File: config.mk
export PLATFORM = sky130hd
export DESIGN_NAME = discharge_sched_ctrl
export DESIGN_NICKNAME = d
export VERILOG_FILES = /design/src/rtl/discharge_sched_ctrl.sv
export SDC_FILE = /design/constraint.sdc
export NUM_CORES = 1
export LEC_CHECK = 0
export CAP_MARGIN = 0
export CORE_ASPECT_RATIO = 1.5
export CORE_MARGIN = 3
export CORE_UTILIZATION = 30
export CTS_BUF_LIST = sky130_fd_sc_hd__clkbuf_4 sky130_fd_sc_hd__clkbuf_8
export CTS_CLUSTER_DIAMETER = 60
export DETAILED_ROUTE_END_ITERATION = 10
export MAX_ROUTING_LAYER = met4
export PLACE_DENSITY = 0.54
export SLEW_MARGIN = 20
export SYNTH_ARGS = -nofsm -noshare
export SYNTH_HDL_FRONTEND = slang
export SYNTH_SLANG_ARGS = --single-unit
File: constraint.sdc
create_clock -name clk -period 2 [get_ports clk]
set_input_delay 0.4 -clock clk [delete_from_list [all_inputs] [get_ports clk]]
set_output_delay 0.4 -clock clk [all_outputs]
set_load 0.01 [all_outputs]
File: src/rtl/discharge_sched_ctrl.sv
// Run/stop arbiter plus shadow-register parameter scheduler for discharge_control.
// Parameter updates are held in shadows and only committed at a pulse boundary.
module discharge_sched_ctrl #(
  parameter logic [15:0] TON_DEFAULT    = 16'd100,
  parameter logic [15:0] TOFF_DEFAULT   = 16'd1000,
  parameter logic [15:0] IP_DEFAULT     = 16'd10,
  parameter logic [15:0] WAVE_DEFAULT   = 16'h2001,
  parameter logic [15:0] TON_MIN        = 16'd10,
  parameter logic [15:0] IP_MAX         = 16'd120,
  parameter logic [23:0] COMMIT_TIMEOUT = 24'd1000000
) (
  input  logic        clk,
  input  logic        rst_n,
  input  logic        start_req_spi,
  input  logic        stop_req_spi,
  input  logic        start_req_key,
  input  logic        stop_req_key,
  input  logic [3:0]  upd_req,
  input  logic [63:0] upd_data,
  input  logic        pulse_idle,
  input  logic        fault,
  input  logic        fault_clear,
  output logic        machine_en,
  output logic [15:0] Ton_q,
  output logic [15:0] Toff_q,
  output logic [15:0] Ip_q,
  output logic [15:0] wave_q,
  output logic        param_commit,
  output logic [3:0]  pending,
  output logic        upd_reject,
  output logic        commit_timeout,
  output logic        fault_latched
);

  typedef enum logic [1:0] {
    ST_STOPPED = 2'd0,
    ST_RUNNING = 2'd1,
    ST_DRAIN   = 2'd2,
    ST_FAULT   = 2'd3
  } state_t;

  localparam logic [63:0] DEFAULTS = {WAVE_DEFAULT, IP_DEFAULT, TOFF_DEFAULT, TON_DEFAULT};

  state_t      state_reg, state_next;
  logic [63:0] shadow_reg, shadow_next;
  logic [63:0] active_reg, active_next;
  logic [3:0]  pending_reg, pending_next;
  logic [23:0] tmo_cnt_reg, tmo_cnt_next;
  logic        tmo_pulse_reg, tmo_pulse_next;
  logic        commit_d_reg;
  logic        param_commit_reg;
  logic        reject_reg;

  logic        start_any;
  logic        stop_any;
  logic        commit;
  logic        ton_ok;
  logic        ip_ok;
  logic [3:0]  valid;
  logic [3:0]  accept;

  assign start_any = start_req_spi | start_req_key;
  assign stop_any  = stop_req_spi | stop_req_key;

  always_comb begin
    state_next = state_reg;
    case (state_reg)
      ST_STOPPED: begin
        if (fault)                      state_next = ST_FAULT;
        else if (start_any && !stop_any) state_next = ST_RUNNING;
      end
      ST_RUNNING: begin
        if (fault)         state_next = ST_FAULT;
        else if (stop_any) state_next = ST_DRAIN;
      end
      ST_DRAIN: begin
        if (fault)           state_next = ST_FAULT;
        else if (pulse_idle) state_next = ST_STOPPED;
      end
      ST_FAULT: begin
        if (fault_clear && !fault) state_next = ST_STOPPED;
      end
      default: state_next = ST_STOPPED;
    endcase
  end

  // Range check is per field: only the offending slice is refused.
  assign ton_ok = (upd_data[15:0] >= TON_MIN);
  assign ip_ok  = (upd_data[47:32] != 16'd0) && (upd_data[47:32] <= IP_MAX);
  assign valid  = {1'b1, ip_ok, 1'b1, ton_ok};
  assign accept = upd_req & valid;

  assign commit = (pending_reg != 4'd0) && (pulse_idle || (state_reg != ST_RUNNING));

  // A strobe in the commit cycle lands in the shadow after the old value is copied out.
  genvar gi;
  generate
    for (gi = 0; gi < 4; gi++) begin : g_slice
      assign active_next[gi*16 +: 16] = (commit && pending_reg[gi]) ?
                                        shadow_reg[gi*16 +: 16] : active_reg[gi*16 +: 16];
      assign shadow_next[gi*16 +: 16] = accept[gi] ?
                                        upd_data[gi*16 +: 16] : shadow_reg[gi*16 +: 16];
      assign pending_next[gi]         = accept[gi] | (pending_reg[gi] & ~commit);
    end
  endgenerate

  always_comb begin
    tmo_cnt_next   = tmo_cnt_reg;
    tmo_pulse_next = 1'b0;
    if ((state_reg != ST_RUNNING) || (pending_reg == 4'd0) || commit) begin
      tmo_cnt_next = 24'd0;
    end else if (tmo_cnt_reg != COMMIT_TIMEOUT) begin
      tmo_cnt_next   = tmo_cnt_reg + 24'd1;
      tmo_pulse_next = (tmo_cnt_reg == COMMIT_TIMEOUT - 24'd1);
    end
  end

  always_ff @(posedge clk or negedge rst_n) begin
    if (!rst_n) begin
      state_reg        <= ST_STOPPED;
      shadow_reg       <= DEFAULTS;
      active_reg       <= DEFAULTS;
      pending_reg      <= 4'd0;
      tmo_cnt_reg      <= 24'd0;
      tmo_pulse_reg    <= 1'b0;
      commit_d_reg     <= 1'b0;
      param_commit_reg <= 1'b0;
      reject_reg       <= 1'b0;
    end else begin
      state_reg        <= state_next;
      shadow_reg       <= shadow_next;
      active_reg       <= active_next;
      pending_reg      <= pending_next;
      tmo_cnt_reg      <= tmo_cnt_next;
      tmo_pulse_reg    <= tmo_pulse_next;
      commit_d_reg     <= commit;
      param_commit_reg <= commit_d_reg;
      reject_reg       <= |(upd_req & ~valid);
    end
  end

  assign machine_en     = (state_reg == ST_RUNNING);
  assign fault_latched  = (state_reg == ST_FAULT);
  assign Ton_q          = active_reg[15:0];
  assign Toff_q         = active_reg[31:16];
  assign Ip_q           = active_reg[47:32];
  assign wave_q         = active_reg[63:48];
  assign pending        = pending_reg;
  assign param_commit   = param_commit_reg;
  assign upd_reject     = reject_reg;
  assign commit_timeout = tmo_pulse_reg;

endmodule

==> metrics.txt <==
status=complete, no violations; post-layout instance count excluding filler cells=930; vias in the first global route=roughly 4.7k; worst path arrival time=1.52 ns; top_reg_cell synth=dfrtp_1; count of cell types in the netlist=39; Skew-Pair Late Insertion Delay=between 0.4 and 0.5 ns; Placed Instance Area=8570 um2; Tmin final=1.92 ns; met1 WL=6.00 mm; share of layout cells above drive strength 1=33.2%; GRT Total Usage=13.5%; hpwl dp=10.7 mm; Worst Path Required=about 1.6 ns; Pre-antenna DRT Iters=4; final instance area=slightly above 9000 um2; CTS tree=yes; core box area=21,100 um2; #FFs+latches synth=~160; Die W=126 um; Root Buffer=clkbuf_8; # port buffers=149; crit end category=output port; final slew viol count=0; relative slew slack=70.8%; initial antenna violation count=0; metal2 WL=7.64 mm; Final Hold Slack=0.354 ns; vias=4,307; CP bufs+invs=1; Final ANT Viol Nets=0; Area Overhead vs Synth=40.0%; Post-synth EDFFs=0; die height=186 um; n_diodes=0; largest net degree at the start of global routing=70; row cnt=65; WL met3=830 um; DP Worst Slack=-0.597 ns; Tightest Hold Check Type=flop to flop; Worst Tran Pin Value=roughly 0.44 ns; CTS Sinks=around 160; Post-layout nets=728; kind of critical path=flop to output port; PwrDens=853 nW/um2; top layer in use=met4; endpoints failing setup=0; WL final=around 15 mm; CP top delay family=flip-flops; CP Cell Sequence=clkdlybuf4s50_1; most frequent cells in the layout=clkdlybuf4s50_1, dfrtp_1, mux2_2; post-synthesis cell area=between 6000 and 7000 um2; RSZ-0062 raised after global routing=no; Ports=150; P_leak=3.85 nW; die area=23,400 um2; clk buf depth=2; placed cell count=895; first-pass GRT wire length=23.9 mm; CTS H-Tree Depth=4; r2r setup slk=between 0.2 and 0.25 ns; Max IR drop VDD=0.506 mV; crit path launch type=flop; CP peak stage delay=0.54 ns; Syn Nets=539; Avg Vias per Cell=4.63; cts bufs inserted=17; routed wire length per instance=approximately 16 um; CP max stage cell=dfstp_2; Clock Pin Slew Worst Setup and Hold Paths=0.09 ns; post-synthesis sequential area ratio=63.1%; final hold vios=0; Max-cap violations=0; final core occ=42.9%; post-synthesis cell count=460; Async S/R FF share, synth=100%; Setup WS post-layout=~0.078 ns; CP Max Fanout=2; Tcrit/Tclk final=96.1%; Syn. warnings=0; Fmax achieved=0.520 GHz; commonest non-fill, non-tap cell in the layout=clkdlybuf4s50_1; Final Skew=0.00894 ns; syn_area_per_cell=about 14 um2; starting density of the core=30.6%; GPL Wtd Cong=0.792; GRT overflow=0; DRC Markers=0; drt first-iter violations=~100
[metal layers]
metal,GRT usage [%],vias to the layer above
met3,4.22,21
met1,15.0,2169
li1,-,2003
met4,5.15,0
met5,-,-
met2,22.6,114
[path summary, 6_finish.rpt]
| path | end | startpoint | cells after the start |
|---|---|---|---|
| setup / recovery | Ip_q[3] | active_reg[35]$_DFFE_PN1P_ | 1 |
| hold / removal | param_commit$_DFF_PN0_ | commit_d_reg$_DFF_PN0_ | 0 |
| setup reg to reg | tmo_cnt_reg[22]$_DFFE_PN0P_ | tmo_cnt_reg[1]$_DFFE_PN0P_ | 5 |
| hold reg to reg | param_commit$_DFF_PN0_ | commit_d_reg$_DFF_PN0_ | 0 |
| max in group asynchronous | active_reg[6]$_DFFE_PN1P_ | rst_n | 3 |
| min in group asynchronous | shadow_reg[42]$_DFFE_PN0P_ | rst_n | 2 |
[logic make-up (layout without fill, tap and decap cells)]
group           Yosys count  after routing  share of synthesized area (%)
flops                   162            162                           63.1
xor+xnor                 16             16                           2.16
compound gates           25             25                           2.24
fa+ha+maj                 2              2                          0.386
simple gates            111            111                           9.66
buf+inv                  24            226                           1.62
mux                     120            120                           20.8
[cell usage after synthesis (all sizes together), types with 2 or more instances]
cell / n / share of area [%]
clkbuf: 9 / 0.54
nor2b: 10 / 1.1
a21o: 3 / 0.35
dfrtp: 136 / 53
nand4: 7 / 0.91
nand3: 14 / 1.1
and3: 5 / 0.48
nor2: 23 / 1.3
ha: 2 / 0.39
inv: 9 / 0.52
buf: 6 / 0.56
xor2: 8 / 1.1
nor4: 10 / 1.2
nand2: 12 / 0.70
dfstp: 26 / 11
nand2b: 4 / 0.39
and4: 2 / 0.31
nor3: 12 / 0.93
a21oi: 9 / 0.70
o21ai: 9 / 0.70
or3: 7 / 0.68
xnor2: 8 / 1.1
mux2: 119 / 21
[area by class of cell]
| cell class | count | area, um2 |
|---|---|---|
| clock buffers | 23 | 298 |
| well taps | 268 | 335 |
| inverters | 9 | 33.8 |
| flip-flops and latches | 162 | 4090 |
| repair buffers | 185 | 1870 |
| fillers | 1992 | 12100 |
| multi-input cells | 274 | 2290 |
| clock inverters | 9 | 154 |
[through the flow]
step / total power [mW] / TNS (ns)
floorplan: 4.33 / 0
global placement: 5.13 / -15.80
detailed placement: 5.17 / -15.99
CTS: 7.89 / 0
global route: 8.14 / 0
finish: 7.74 / 0
[where the power goes]
part | internal (mW) | switching, mW | total (mW) | leakage [nW]
sequential | 3.63 | 0.163 | 3.79 | 1.98
clock | 1.50 | 1.17 | 2.67 | 0.226
combinational | 0.804 | 0.473 | 1.28 | 1.64
total | 5.94 | 1.80 | 7.74 | 3.85
[timing repair]
action | CTS | global route
gates cloned | 0 | 0
buffers inserted | 1 | 1
endpoints found under the setup margin | 19 | 5
pin swaps | 1 | 0
gates resized for setup | 3 | 4
hold buffers | 1 | 0
endpoints found under the hold margin | 42 | 0
Power figures use the tool's default switching activity.
